===== config.mk =====
export PLATFORM = sky130hd
export DESIGN_NAME = tap_controller_flat
export DESIGN_NICKNAME = d
export VERILOG_FILES = /design/src/rtl/tap_controller_pkg.sv /design/src/rtl/tap_controller_if.sv /design/src/rtl/tap_controller.sv /design/src/flat_wrapper.sv
export SDC_FILE = /design/constraint.sdc
export NUM_CORES = 1
export LEC_CHECK = 0
export ABC_AREA = 1
export CAP_MARGIN = 25
export CELL_PAD_IN_SITES_DETAIL_PLACEMENT = 0
export CELL_PAD_IN_SITES_GLOBAL_PLACEMENT = 1
export CORE_UTILIZATION = 26
export DETAILED_ROUTE_END_ITERATION = 6
export PLACE_DENSITY_LB_ADDON = 0.25
export SYNTH_ARGS = -nofsm -noshare
export SYNTH_HDL_FRONTEND = slang
export SYNTH_SLANG_ARGS = --single-unit

===== constraint.sdc =====
create_clock -name tck_i -period 2.28 [get_ports tck_i]
set_input_delay 0.228 -clock tck_i [delete_from_list [all_inputs] [get_ports tck_i]]
set_output_delay 0.228 -clock tck_i [all_outputs]
set_load 0.005 [all_outputs]

===== src/rtl/tap_controller_pkg.sv =====
// Shared JTAG definitions: IEEE 1149.1 TAP state encodings, state-decode bundle
// and the next-state function used by the TAP controller, IR/DR stages and benches.
package tap_controller_pkg;

  localparam int TAP_STATE_W = 4;

  typedef enum logic [TAP_STATE_W-1:0] {
    TAP_EX2DR   = 4'h0,
    TAP_EX1DR   = 4'h1,
    TAP_SHDR    = 4'h2,
    TAP_PAUSEDR = 4'h3,
    TAP_SELIR   = 4'h4,
    TAP_UPDDR   = 4'h5,
    TAP_CAPDR   = 4'h6,
    TAP_SELDR   = 4'h7,
    TAP_EX2IR   = 4'h8,
    TAP_EX1IR   = 4'h9,
    TAP_SHIR    = 4'hA,
    TAP_PAUSEIR = 4'hB,
    TAP_RTI     = 4'hC,
    TAP_UPDIR   = 4'hD,
    TAP_CAPIR   = 4'hE,
    TAP_TLR     = 4'hF
  } tap_state_e;

  typedef struct packed {
    logic test_logic_reset;
    logic run_test_idle;
    logic capture_ir;
    logic shift_ir;
    logic update_ir;
    logic capture_dr;
    logic shift_dr;
    logic update_dr;
  } tap_decode_t;

  function automatic tap_state_e tap_next_state(input tap_state_e s, input logic tms);
    tap_state_e n;
    n = TAP_TLR;
    unique case (s)
      TAP_TLR:     if (tms) n = TAP_TLR;     else n = TAP_RTI;
      TAP_RTI:     if (tms) n = TAP_SELDR;   else n = TAP_RTI;
      TAP_SELDR:   if (tms) n = TAP_SELIR;   else n = TAP_CAPDR;
      TAP_CAPDR:   if (tms) n = TAP_EX1DR;   else n = TAP_SHDR;
      TAP_SHDR:    if (tms) n = TAP_EX1DR;   else n = TAP_SHDR;
      TAP_EX1DR:   if (tms) n = TAP_UPDDR;   else n = TAP_PAUSEDR;
      TAP_PAUSEDR: if (tms) n = TAP_EX2DR;   else n = TAP_PAUSEDR;
      TAP_EX2DR:   if (tms) n = TAP_UPDDR;   else n = TAP_SHDR;
      TAP_UPDDR:   if (tms) n = TAP_SELDR;   else n = TAP_RTI;
      TAP_SELIR:   if (tms) n = TAP_TLR;     else n = TAP_CAPIR;
      TAP_CAPIR:   if (tms) n = TAP_EX1IR;   else n = TAP_SHIR;
      TAP_SHIR:    if (tms) n = TAP_EX1IR;   else n = TAP_SHIR;
      TAP_EX1IR:   if (tms) n = TAP_UPDIR;   else n = TAP_PAUSEIR;
      TAP_PAUSEIR: if (tms) n = TAP_EX2IR;   else n = TAP_PAUSEIR;
      TAP_EX2IR:   if (tms) n = TAP_UPDIR;   else n = TAP_SHIR;
      TAP_UPDIR:   if (tms) n = TAP_SELDR;   else n = TAP_RTI;
      default:     n = TAP_TLR;
    endcase
    return n;
  endfunction

  // Pure function of the state: decodes must never see TMS.
  function automatic tap_decode_t tap_decode(input tap_state_e s);
    tap_decode_t d;
    d = '0;
    unique case (s)
      TAP_TLR:   d.test_logic_reset = 1'b1;
      TAP_RTI:   d.run_test_idle    = 1'b1;
      TAP_CAPIR: d.capture_ir       = 1'b1;
      TAP_SHIR:  d.shift_ir         = 1'b1;
      TAP_UPDIR: d.update_ir        = 1'b1;
      TAP_CAPDR: d.capture_dr       = 1'b1;
      TAP_SHDR:  d.shift_dr         = 1'b1;
      TAP_UPDDR: d.update_dr        = 1'b1;
      default:   d = '0;
    endcase
    return d;
  endfunction

endpackage


===== src/rtl/tap_controller_if.sv =====
// TAP controller signal bundle: TMS and serial-return inputs, state, decodes and TDO pad.
// master = test-access driver side, slave = the TAP controller itself.
interface tap_controller_if;
  import tap_controller_pkg::*;

  logic                   tms;
  logic                   instr_tdo;
  logic                   dr_tdo;
  logic [TAP_STATE_W-1:0] state;
  logic                   test_logic_reset;
  logic                   run_test_idle;
  logic                   capture_ir;
  logic                   shift_ir;
  logic                   update_ir;
  logic                   capture_dr;
  logic                   shift_dr;
  logic                   update_dr;
  logic                   tdo;
  logic                   tdo_en;

  modport master (
    output tms, instr_tdo, dr_tdo,
    input  state, test_logic_reset, run_test_idle,
    input  capture_ir, shift_ir, update_ir,
    input  capture_dr, shift_dr, update_dr,
    input  tdo, tdo_en
  );

  modport slave (
    input  tms, instr_tdo, dr_tdo,
    output state, test_logic_reset, run_test_idle,
    output capture_ir, shift_ir, update_ir,
    output capture_dr, shift_dr, update_dr,
    output tdo, tdo_en
  );

endinterface


===== src/rtl/tap_controller.sv =====
// IEEE 1149.1 TAP controller: rising-edge state machine, state decodes, and a
// falling-edge TDO enable/select stage that lines up with the IR/DR serial outputs.
module tap_controller
  import tap_controller_pkg::*;
(
  input  logic           tck_i,
  input  logic           trst_i,
  tap_controller_if.slave tap
);

  tap_state_e  state_q;
  tap_state_e  state_d;
  tap_decode_t dec;
  logic        tdo_en_q;
  logic        tdo_en_d;
  logic        ir_sel_q;
  logic        ir_sel_d;

  always_comb begin
    state_d = tap_next_state(state_q, tap.tms);
  end

  always_ff @(posedge tck_i or posedge trst_i) begin
    if (trst_i) begin
      state_q <= TAP_TLR;
    end else begin
      state_q <= state_d;
    end
  end

  assign dec = tap_decode(state_q);

  assign tap.state            = state_q;
  assign tap.test_logic_reset = dec.test_logic_reset;
  assign tap.run_test_idle    = dec.run_test_idle;
  assign tap.capture_ir       = dec.capture_ir;
  assign tap.shift_ir         = dec.shift_ir;
  assign tap.update_ir        = dec.update_ir;
  assign tap.capture_dr       = dec.capture_dr;
  assign tap.shift_dr         = dec.shift_dr;
  assign tap.update_dr        = dec.update_dr;

  // Falling-edge stage: enable and path select trail the shift states by half a TCK.
  assign tdo_en_d = dec.shift_ir | dec.shift_dr;
  assign ir_sel_d = dec.shift_ir;

  always_ff @(negedge tck_i or posedge trst_i) begin
    if (trst_i) begin
      tdo_en_q <= 1'b0;
      ir_sel_q <= 1'b0;
    end else begin
      tdo_en_q <= tdo_en_d;
      ir_sel_q <= ir_sel_d;
    end
  end

  assign tap.tdo_en = tdo_en_q;
  assign tap.tdo    = tdo_en_q & (ir_sel_q ? tap.instr_tdo : tap.dr_tdo);

endmodule


===== src/flat_wrapper.sv =====
// flat-port wrapper written by rule: the top's interface ports become plain ports
module tap_controller_flat import tap_controller_pkg::*;
  (tck_i, trst_i, tap_tms, tap_instr_tdo, tap_dr_tdo, tap_state, tap_test_logic_reset, tap_run_test_idle, tap_capture_ir, tap_shift_ir, tap_update_ir, tap_capture_dr, tap_shift_dr, tap_update_dr, tap_tdo, tap_tdo_en);
  tap_controller_if tap_i ();
  input  logic tck_i;
  input  logic trst_i;
  input wire logic [$bits(tap_i.tms)-1:0] tap_tms;
  input wire logic [$bits(tap_i.instr_tdo)-1:0] tap_instr_tdo;
  input wire logic [$bits(tap_i.dr_tdo)-1:0] tap_dr_tdo;
  output wire logic [$bits(tap_i.state)-1:0] tap_state;
  output wire logic [$bits(tap_i.test_logic_reset)-1:0] tap_test_logic_reset;
  output wire logic [$bits(tap_i.run_test_idle)-1:0] tap_run_test_idle;
  output wire logic [$bits(tap_i.capture_ir)-1:0] tap_capture_ir;
  output wire logic [$bits(tap_i.shift_ir)-1:0] tap_shift_ir;
  output wire logic [$bits(tap_i.update_ir)-1:0] tap_update_ir;
  output wire logic [$bits(tap_i.capture_dr)-1:0] tap_capture_dr;
  output wire logic [$bits(tap_i.shift_dr)-1:0] tap_shift_dr;
  output wire logic [$bits(tap_i.update_dr)-1:0] tap_update_dr;
  output wire logic [$bits(tap_i.tdo)-1:0] tap_tdo;
  output wire logic [$bits(tap_i.tdo_en)-1:0] tap_tdo_en;
  assign tap_i.tms = tap_tms;
  assign tap_i.instr_tdo = tap_instr_tdo;
  assign tap_i.dr_tdo = tap_dr_tdo;
  assign tap_state = tap_i.state;
  assign tap_test_logic_reset = tap_i.test_logic_reset;
  assign tap_run_test_idle = tap_i.run_test_idle;
  assign tap_capture_ir = tap_i.capture_ir;
  assign tap_shift_ir = tap_i.shift_ir;
  assign tap_update_ir = tap_i.update_ir;
  assign tap_capture_dr = tap_i.capture_dr;
  assign tap_shift_dr = tap_i.shift_dr;
  assign tap_update_dr = tap_i.update_dr;
  assign tap_tdo = tap_i.tdo;
  assign tap_tdo_en = tap_i.tdo_en;
  tap_controller u_core (.tck_i(tck_i), .trst_i(trst_i), .tap(tap_i));
endmodule

Word-level counts from Yosys, hierarchy flattened
Index checks and enable logic that the tools add are counted.
{ "word_totals": {"elab_cells": 46, "input_bits": 5, "register_bits": 6, "out_inout_bits": 14} }
{ "op_classes": {"bitwise": 2, "eq_ne": 15, "muxes": 22, "n_reduce_logical": 4} }
{ "op_table": {"columns": ["op", "count"], "rows": [
  ["4-bit one-hot mux with 12 select lines", 1],
  ["4-bit equality test (second input constant)", 8],
  ["4-bit by 3-bit equality test with 1-bit output (second input constant)", 4],
  ["2-bit 2-to-1 mux", 6],
  ["3-bit 2-to-1 mux", 4],
  ["1-bit 2-to-1 mux", 10],
  ["4-bit by 2-bit equality test with 1-bit output (second input constant)", 2],
  ["4-bit by 1-bit equality test with 1-bit output (second input constant)", 1],
  ["4-bit zero test", 1],
  ["4-bit 2-to-1 mux", 1],
  ["2-bit OR reduction", 2],
  ["3-bit OR reduction", 1],
  ["1-bit bitwise AND", 1],
  ["1-bit OR", 1]
]} }

Logic depth before layout (Yosys ltp)
Gate-level depths: netlist of the first run.
{ "depth": {"depth_word": 3, "depth_mapped": 7} }

==> flow_metrics.py, run 1 <==
metrics = {
    "outcome": {
        "outcome": "complete, but fails checks",
        "violations": "negative setup slack",
    },
    "clock_network": {
        "root_buffer": "clkbuf_4",
        "holdBufCountCts": 0,
        "cts.htree.levels": 1,
        "cts_sinks": 6,
        "clock_latency_ps": 250,
        "post_cts_buffers": 0,
        "cts.clk_slew.worst_paths_ps": 40,
        "cts_tree": "done",
        "cts_buffers": 3,
        "clockBufferDepth": 2,
    },
    "finish": {
        "final_nets": 86,
        "multi_input_area_sq_um": 168,
        "antennaDiodeCount": 0,
        "stdcell_area_sq_um": 603,
        "layoutNonFillerInstCount": 95,
        "register_area_sq_um": 155,
        "fin_util": 0.452,
        "fillers": 144,
        "layout-drive-gt1-share": 0.175,
        "syn2layout_area_growth_pct": 58.6,
    },
    "detailed_routing": {
        "vias_per_cell": 4.36,
        "dr.pass1.iters": 2,
        "initialDrtViolationCount": 2,
        "final_antenna_net_count": 0,
        "wl_per_cell_microns": 8.73,
        "wl_microns": 829,
        "drcViolationCount": 0,
        "vias": 414,
    },
    "power": {
        "ir_worst_vdd_v": 0.000822,
        "p_per_area_nw_per_um2": 1350,
        "p_leak_uw": 0.000322,
    },
    "floorplan": {
        "dieHeight_microns": 40.3,
        "io-pin-count": 19,
        "rows": 13,
        "start_util": 0.285,
        "die_x_microns": 40.3,
        "die_area_sq_um": 1620,
        "coreArea_sq_um": 1330,
    },
    "logic_synthesis": {
        "synthCells": 57,
        "async_flop_share": 1.00,
        "synth_edf_count": 0,
        "yosysTopAreaCellShare": 0.276,
        "synth_most_common_cell": "nand2_1",
        "syn_area_per_cell_sq_um": 6.67,
        "synth_warnings": 0,
        "synth.top_cells.by_count": "15 x nand2_1, 10 x inv_1, 8 x nor2_1, 5 x nand3_1, 4 x dfstp_2",
        "synth_fp_nets": 62,
        "synth_top_cell_by_area": "dfstp_2",
        "synth_ff_type": "dfstp_2",
        "synth.distinct_cells": 15,
        "syn_area_sq_um": 380,
        "yosysSeqAreaShare": 0.408,
        "synth.area.top_cells": "dfstp_2 28%, nand2_1 15%, dfrtn_1 13%, inv_1 9.9%, nor2_1 7.9%",
        "ys_ff_latch": 6,
    },
    "worst_hold_path": {
        "hp-class": "input pin to async pin",
    },
    "global_route": {
        "grtUsageMet1": 0.134,
        "grt_use_met2": 0.198,
        "met3_usage": 0.0667,
        "grt.overflow.total": 0,
        "grt_pass1_vias": 324,
        "busiest_layer": "met2",
        "grtUsageTotal": 0.123,
        "grt_first_pass_wirelength_microns": 1260,
        "grt_start_max_net_pins": 9,
        "grt_antenna_before_repair": 0,
    },
    "setup_path": {
        "worst_setup_path_end_kind": "output port",
        "arrival_ps": 2070,
        "worstPathMaxFanout": 2,
        "start_kind": "register",
        "worstPathRequired_ps": 2050,
        "path_class": "register to output port",
    },
    "timing": {
        "grt_setup_unrepaired": "true",
        "final_hold_viol_count": 0,
        "fin_skew_ps": 12.4,
        "slew_viol_final": 0,
        "timing.final.ws_setup_ps": -21.4,
        "setup_viol": 1,
        "slew_headroom": 0.845,
        "worstMarginPinSlew_ps": 231,
        "final.setup.tns_ps": -21.4,
    },
    "placed_design": {
        "dpl_cell_area_sq_um": 583,
        "place.gp.congestion": 0.805,
        "port_buffers": 18,
        "dp_cells": 91,
        "dp_hpwl_microns": 690,
    },
    "run": {
        "maxCapViolations": 0,
    },
}
-- final cells by class --
class                           count  share of cell area
Tap cell                           15              0.0311
Multi-Input combinational cell     38               0.278
Sequential cell                     6               0.257
Clock buffer                        4              0.0436
Inverter                           12              0.0768
Timing Repair Buffer               20               0.313
-- power breakdown --
group / internal, uW / total [uW] / switching, uW
logic: 244 / 459 / 215
registers: 185 / 251 / 66.0
clock network: 66.2 / 103 / 37.1
-- metal layers --
layer	wire, microns	vias up
met3	70	2
met2	366	17
met5	0	-
met1	379	174
li1	-	221
met4	13	0
-- path summary, 6_finish.rpt --
kind	from	endpoint	slack (ps)	cells past startpoint
max in group asynchronous	trst_i	u_core.ir_sel_q	870	2
setup reg to reg	u_core.tap.state[0]	u_core.ir_sel_q	120	3
setup / recovery	u_core.ir_sel_q	tap_tdo	-20	3
min in group tck_i	u_core.tap.state[3]	u_core.tap.state[3]	560	2
hold reg to reg	u_core.tap.state[3]	u_core.tap.state[3]	560	2
hold / removal	trst_i	u_core.tap.state[0]	410	2
-- per-stage QoR --
step                      setup slack (ps)  hold slack [ps]  total power (uW)
after detailed placement              -176              557               725
final                                -21.4              409               813
after global routing                 -83.1              450               901
after floorplan                        152              230               492
after CTS                            -33.4              418               824
after global placement                -154              551               724
-- cell usage in the layout, fill, tap and decap left out --
cell type / count
a21oi_1: 2
buf_2: 1
buf_4: 2
clkbuf_1: 1
clkbuf_4: 3
clkdlybuf4s50_1: 16
clkinv_2: 1
dfrtn_1: 2
dfstp_2: 4
dlygate4sd2_1: 1
inv_1: 10
inv_2: 1
nand2_1: 15
nand2_2: 1
nand3_1: 5
nand3_2: 1
nor2_1: 8
nor3_1: 2
o21ai_0: 2
o21ai_1: 2
-- cell families after synthesis --
group / Yosys count / synth area share
flip-flops: 6 / 0.408
buffers and inverters: 13 / 0.151
AO/OA/AOI/OAI: 6 / 0.0789
AND/OR/NAND/NOR: 32 / 0.362
-- critical path, cell delays in order, from the launching register on --
cell     delay (ps)
dfrtn_1         400
o21ai_1          60
a21oi_1         100
buf_2           120
-- state kept, by name (all words and copies together) (netlist names) --
name / flops
u_core.ir_sel_q: 1
u_core.tap.tdo_en: 1
u_core.tap.state: 4
-- timing repair --
item | in CTS | in global routing
pin swaps | 0 | 0
gates cloned | 0 | 0
setup endpoints to repair | 2 | 2
gates resized for setup | 5 | 0
Power figures use the tool's default switching activity.
==> run 2: changes to the inputs <==
--- a/config.mk
+++ b/config.mk
@@ -9,6 +9,7 @@
 export CAP_MARGIN = 25
 export CELL_PAD_IN_SITES_DETAIL_PLACEMENT = 0
 export CELL_PAD_IN_SITES_GLOBAL_PLACEMENT = 1
+export CORE_MARGIN = 2
 export CORE_UTILIZATION = 26
 export DETAILED_ROUTE_END_ITERATION = 6
 export PLACE_DENSITY_LB_ADDON = 0.25
==> flow_metrics.py, run 2 (synthesis gave the netlist of run 1 again) <==
metrics = {
    "timing": {
        "timing.final.ws_setup_ps": -32.4,
        "fin_skew_ps": 11.9,
        "grt_setup_unrepaired": "true",
        "slew_headroom": 0.835,
        "setup_viol": 1,
        "slew_viol_final": 0,
        "final.setup.tns_ps": -32.4,
        "worstMarginPinSlew_ps": 246,
        "final_hold_viol_count": 0,
    },
    "clock_network": {
        "post_cts_buffers": 0,
        "cts_buffers": 3,
        "holdBufCountCts": 0,
        "cts_sinks": 6,
        "cts.clk_slew.worst_paths_ps": 50,
        "root_buffer": "clkbuf_4",
        "cts_tree": "done",
        "clockBufferDepth": 2,
        "cts.htree.levels": 1,
        "clock_latency_ps": 250,
    },
    "finish": {
        "largest_reg_flops": 4,
        "final_common_cell": "clkdlybuf4s50_1",
        "final_cell_mix": "16 x clkdlybuf4s50_1, 15 x nand2_1, 10 x inv_1",
        "syn2layout_area_growth_pct": 60.9,
        "stdcell_area_sq_um": 612,
        "fillers": 135,
        "layoutNonFillerInstCount": 96,
        "layout-drive-gt1-share": 0.185,
        "antennaDiodeCount": 0,
        "final_nets": 87,
    },
    "detailed_routing": {
        "vias": 432,
        "final_antenna_net_count": 0,
        "wl_microns": 847,
        "drcViolationCount": 0,
        "initialDrtViolationCount": 4,
        "vias_per_cell": 4.50,
        "dr.pass1.iters": 4,
        "wl_per_cell_microns": 8.82,
    },
    "power": {
        "p_leak_uw": 0.000324,
        "p_per_area_nw_per_um2": 1350,
        "ir_worst_vdd_v": 0.000632,
    },
    "setup_path": {
        "cp_num_buf_inv": 1,
        "worstPathMaxFanout": 2,
        "timing.rr.end": "u_core.ir_sel_q",
        "critical-path-max-stage-delay_ps": 400,
        "start_kind": "register",
        "path_class": "register to output port",
        "worstPathRequired_ps": 2050,
        "crit_family": "flip-flops",
        "worst_setup_path_end_kind": "output port",
        "worst_r2r_startpoint": "u_core.tap.state[0]",
        "crit_chain": "o21ai_1 > a21oi_1 > buf_2",
        "cp_slowest_cell": "dfrtn_1",
        "arrival_ps": 2080,
        "reg2regPathDepth": 3,
        "reg2reg_slack_ps": 150,
    },
    "placed_design": {
        "place.gp.congestion": 0.779,
        "dp_hpwl_microns": 704,
        "dpl_cell_area_sq_um": 591,
        "port_buffers": 18,
        "dp_cells": 92,
    },
    "worst_hold_path": {
        "hp-class": "input pin to async pin",
    },
    "global_route": {
        "grtUsageTotal": 0.112,
        "grt_use_met2": 0.185,
        "grt_start_max_net_pins": 8,
        "grt.overflow.total": 0,
        "met3_usage": 0.0560,
        "busiest_layer": "met2",
        "grt_antenna_before_repair": 0,
        "grt_pass1_vias": 388,
        "grt_first_pass_wirelength_microns": 1490,
        "grtUsageMet1": 0.115,
    },
    "floorplan": {
        "io-pin-count": 19,
        "dieHeight_microns": 42.3,
        "die_area_sq_um": 1790,
        "start_util": 0.285,
        "coreArea_sq_um": 1330,
        "die_x_microns": 42.3,
        "rows": 13,
    },
    "run": {
        "maxCapViolations": 0,
    },
    "outcome": {
        "outcome": "complete, but fails checks",
        "violations": "negative setup slack",
    },
}
-- run 2: changes by cell type in the layout (fill, tap and decap cells not counted) --
cell	before	now
dlygate4sd2_1	1	0
buf_4	2	3
clkdlybuf4s15_1	0	1
-- run 2: per-stage QoR --
step	hold slack [ps]	util	worst slack, ps	power (uW)
after floorplan	230	-	152	492
after global placement	556	0.443	-154	736
after detailed placement	563	0.443	-179	736
after CTS	412	0.458	-36.9	839
after global routing	435	0.459	-121	919
final	412	0.459	-32.4	825
-- run 2: power breakdown --
group / switching (uW) / total (uW) / internal, uW / leakage [uW]
combinational: 228 / 485 / 257 / 0.000240
sequential: 51.6 / 236 / 184 / 0.0000693
clock: 38.6 / 105 / 66.3 / 0.0000150
total: 318 / 825 / 507 / 0.000324
-- run 2: layout make-up --
cell class                 count  area, sq um  area share
tap                           15         18.8      0.0307
multi-input combinational     38          168       0.274
clock buffer                   4         26.3      0.0429
timing repair buffer          21          198       0.323
inverter                      12         46.3      0.0757
sequential                     6          155       0.254
-- run 2: worst max-delay path by stage --
stage | slack [ps] | from | end | cells past startpoint
after floorplan | 150 | u_core.tap.state[0] | u_core.ir_sel_q | 3
after global placement | -150 | u_core.tap.tdo_en | tap_tdo | 3
after detailed placement | -180 | u_core.tap.tdo_en | tap_tdo | 3
after CTS | -40 | u_core.tap.tdo_en | tap_tdo | 3
after global routing | -120 | u_core.ir_sel_q | tap_tdo | 3
final | -30 | u_core.tap.tdo_en | tap_tdo | 3
-- run 2: metal layers --
metal	up-vias	routed length [microns]
li1	220	-
met3	2	74
met5	-	0
met2	19	379
met1	191	379
met4	0	14
-- run 2: timing repair --
item	CTS	global route
endpoints found under the setup margin	2	2
pin swaps	0	0
gates resized for setup	6	1
==> run 3: changes to the inputs <==
--- a/config.mk
+++ b/config.mk
@@ -11,8 +11,10 @@
 export CELL_PAD_IN_SITES_GLOBAL_PLACEMENT = 1
 export CORE_MARGIN = 2
 export CORE_UTILIZATION = 26
+export CTS_BUF_LIST = sky130_fd_sc_hd__clkbuf_8 sky130_fd_sc_hd__clkbuf_16
+export CTS_CLUSTER_SIZE = 30
 export DETAILED_ROUTE_END_ITERATION = 6
-export PLACE_DENSITY_LB_ADDON = 0.25
+export PLACE_DENSITY = 0.8
 export SYNTH_ARGS = -nofsm -noshare
 export SYNTH_HDL_FRONTEND = slang
 export SYNTH_SLANG_ARGS = --single-unit
==> flow_metrics.py, run 3 (synthesis gave the netlist of run 1 again) <==
metrics = {
    "finish": {
        "final_common_cell": "clkdlybuf4s50_1",
        "final_cell_mix": "16 x clkdlybuf4s50_1, 15 x nand2_1, 11 x inv_1",
        "largest_reg_flops": 4,
        "layout-drive-gt1-share": 0.175,
        "antennaDiodeCount": 0,
        "final_nets": 86,
        "syn2layout_area_growth_pct": 63.5,
    },
    "clock_network": {
        "cts_tree": "done",
        "cts_buffers": 3,
        "clock_latency_ps": 240,
        "clockBufferDepth": 2,
        "cts_sinks": 6,
        "cts.clk_slew.worst_paths_ps": 40,
        "holdBufCountCts": 0,
        "cts.htree.levels": 1,
        "root_buffer": "clkbuf_8",
    },
    "placed_design": {
        "port_buffers": 18,
        "place.gp.congestion": 0.794,
        "dp_slack_ps": -169,
        "dp_hpwl_microns": 691,
    },
    "floorplan": {
        "coreArea_sq_um": 1330,
        "io-pin-count": 19,
        "rows": 13,
        "die_x_microns": 42.3,
        "dieHeight_microns": 42.3,
        "start_util": 0.285,
        "die_area_sq_um": 1790,
    },
    "timing": {
        "slew_viol_final": 0,
        "grt_setup_unrepaired": "true",
        "whs_ps": 450,
        "slew_headroom": 0.836,
        "fin_skew_ps": 22.9,
        "setup_viol": 1,
        "timing.final.ws_setup_ps": -4.79,
        "worstMarginPinSlew_ps": 244,
        "final_hold_viol_count": 0,
        "final.setup.tns_ps": -4.79,
    },
    "setup_path": {
        "reg2regPathDepth": 3,
        "crit_chain": "o21ai_1 > a21oi_1 > buf_2",
        "arrival_ps": 2060,
        "worst_setup_path_end_kind": "output port",
        "crit_family": "flip-flops",
        "start_kind": "register",
        "critical-path-max-stage-delay_ps": 400,
        "cp_slowest_cell": "dfrtn_1",
        "path_class": "register to output port",
        "cp_num_buf_inv": 1,
        "cp_num_cells": 3,
        "worstPathRequired_ps": 2050,
        "worstPathMaxFanout": 2,
    },
    "detailed_routing": {
        "initialDrtViolationCount": 7,
        "vias_per_cell": 4.33,
        "dr.pass1.iters": 4,
        "final_antenna_net_count": 0,
        "drcViolationCount": 0,
        "vias": 411,
        "wl_microns": 829,
        "wl_per_cell_microns": 8.73,
    },
    "power": {
        "ir_worst_vdd_v": 0.000760,
        "p_per_area_nw_per_um2": 1390,
        "p_leak_uw": 0.000334,
    },
    "global_route": {
        "grt_use_met2": 0.172,
        "grtUsageTotal": 0.112,
        "grt_first_pass_wirelength_microns": 1500,
        "grt_antenna_before_repair": 0,
        "grtUsageMet1": 0.134,
        "busiest_layer": "met2",
        "grt_pass1_vias": 381,
        "met3_usage": 0.0560,
        "grt.overflow.total": 0,
        "grt_start_max_net_pins": 9,
    },
    "outcome": {
        "violations": "negative setup slack",
        "outcome": "complete, but fails checks",
    },
    "worst_hold_path": {
        "hp-class": "input pin to async pin",
    },
    "run": {
        "maxCapViolations": 0,
    },
}
[run 3: cell count changes in the layout (fill, tap and decap cells not counted)]
cell,previous run,this run
inv_1,10,11
clkbuf_1,1,0
clkbuf_8,0,3
clkbuf_4,3,0
clkdlybuf4s15_1,1,0
buf_4,3,2
dlygate4sd2_1,0,1
[run 3: cell type report]
type	instances	area (sq um)
clock buffers	3	41.3
clock inverters	1	3.75
well taps	15	18.8
repair buffers	20	189
fillers	138	712
multi-input cells	38	168
flip-flops and latches	6	155
inverters	12	46.3
[run 3: per-layer routing]
metal / vias to the layer above / share of wire / routed length, microns
li1: 219 / - / -
met1: 175 / 0.44 / 368
met2: 17 / 0.46 / 383
met3: 0 / 0.093 / 77
met4: 0 / 0 / 0
met5: - / 0 / 0
[run 3: repair_timing]
item | CTS | global route
pin swaps | 0 | 0
buffers inserted | 0 | 0
resized for setup | 3 | 3
endpoints found under the hold margin | 0 | 0
setup endpoints to repair | 2 | 1
[run 3: path summary, 6_finish.rpt]
kind	from	to	slack, ps
setup / recovery	u_core.ir_sel_q	tap_tdo	-5
max in group asynchronous	trst_i	u_core.tap.tdo_en	830
min in group tck_i	u_core.tap.state[3]	u_core.tap.state[3]	550
hold reg to reg	u_core.tap.state[3]	u_core.tap.state[3]	550
setup reg to reg	u_core.tap.state[0]	u_core.ir_sel_q	150
hold / removal	trst_i	u_core.tap.state[2]	450
[run 3: report_power, final]
part           switching, uW  internal (uW)  leakage, uW
logic                    215            244     0.000238
registers               61.5            185    0.0000693
clock network           45.5            116    0.0000269
total                    322            545     0.000334
[run 3: through the flow]
stage | instance area [sq um] | utilization | total power (uW) | instances
global placement | 583 | 0.437 | 722 | 91
floorplan | 380 | - | 492 | 57
CTS | 627 | 0.470 | 881 | 95
finish | 622 | 0.466 | 866 | 95
detailed placement | 583 | 0.437 | 721 | 91
global route | 622 | 0.466 | 952 | 95
==> RTL edit, RTL diff (config.mk and constraints of run 1) <==
Make the reset (`trst_i`) synchronous in 2 clocked blocks.
--- a/src/rtl/tap_controller.sv
+++ b/src/rtl/tap_controller.sv
@@ -21,5 +21,5 @@
   end
 
-  always_ff @(posedge tck_i or posedge trst_i) begin
+  always_ff @(posedge tck_i) begin
     if (trst_i) begin
       state_q <= TAP_TLR;
@@ -45,5 +45,5 @@
   assign ir_sel_d = dec.shift_ir;
 
-  always_ff @(negedge tck_i or posedge trst_i) begin
+  always_ff @(negedge tck_i) begin
     if (trst_i) begin
       tdo_en_q <= 1'b0;
Check against the original RTL: not checked (the comparison handles one clock edge and no latches or derived clocks); the edit may change what the design does.
==> RTL edit against run 1 <==
- final area is 14% higher
- via count up 26%
- highest routed layer is now met3
- sequential share of layout area down 7.9 points
- sequential cell count unchanged
- synthesized area up 12%
- synthesized cell count rose by 19%
- routed wire length up 35%
- worst setup slack better by 0.044 ns
- total power up 3.1%
- critical path depth is the same
==> RTL edit: results (changes against run 1) <==
Outcome
• **outcome** completed

Power
• **combinational-cell power consumption** 0.000529 W, +15%
• **internal power component** 0.000471 W, -4.7%

Final layout
• **#MultiIn Comb** 52, +37%
• **number of sequential storage elements** 6, unchanged
• **count of inverters not on the clock network in the layout** 8, -4
• **post-synthesis to final-layout area growth** 62.2%
• **design area** 688 um^2, +14%
• **final-stage net count** 101, +17%
• **total of fill cells in the finished design** 169, +17%
• **Register Area** 123 um^2, -21%
• **Non-clock buffers, area share** 30.7%, -0.60 points

Logic synthesis
• **largest cells by area after synthesis** sky130_fd_sc_hd__dfxtp_1 (28%), sky130_fd_sc_hd__nand2_1 (12%), sky130_fd_sc_hd__nor2_1 (8.8%), sky130_fd_sc_hd__nand2_2 (7.4%), sky130_fd_sc_hd__nand4_1 (7.4%)
• **Seq/Total Area, Yosys** 28.3%, -12 points
• **compound-cell area share of the yosys netlist** 7.96%, +0.070 points

Worst hold path
• **worst min-delay path category** input pin to register

Routing
• **Starting DRT DRC Count** 7, +5
• **vias post-DR** 520, +26%
• **highest routed metal layer** met3

Worst setup path
• **cell with the largest stage delay on the worst path** sky130_fd_sc_hd__dfxtp_2
• **destination of the worst register-to-register timing path** u_core.ir_sel_q$_SDFF_NP0_
• **Register-to-Register Setup Slack** 0.35 ns, +0.23 ns
• **arrival time reported for the critical path endpoint** 2.03 ns, -0.04 ns
• **number of cells traversed by the worst register-to-register path** 2, -1

GRT
• **maximum number of pins on one net before global-route repair** 11, +2

==> RTL edit: stage by stage <==
step / std cells / setup slack, ns
floorplan: 68 / 0.324
global placement: 106 / -0.0716
detailed placement: 106 / -0.0916
CTS: 111 / 0.00520
global route: 111 / -0.0348
finish: 111 / 0.0225
==> RTL edit: worst min-delay path by stage <==
| stage | to | slack (ns) | cells after the start |
|---|---|---|---|
| floorplan | u_core.tap.state[0]$_SDFF_PP1_ | 0.35 | 2 |
| detailed placement | u_core.tap.state[2]$_SDFF_PP1_ | 0.71 | 3 |
| CTS | u_core.tap.state[0]$_SDFF_PP1_ | 0.70 | 3 |
| global placement | u_core.tap.state[1]$_SDFF_PP1_ | 0.72 | 5 |
| global route | u_core.tap.state[2]$_SDFF_PP1_ | 0.77 | 4 |
| finish | u_core.tap.state[0]$_SDFF_PP1_ | 0.71 | 3 |
==> RTL edit: timing repair <==
item	in CTS	in global routing
setup endpoints to repair	2	1
pin swaps	0	0
gates resized for setup	8	2
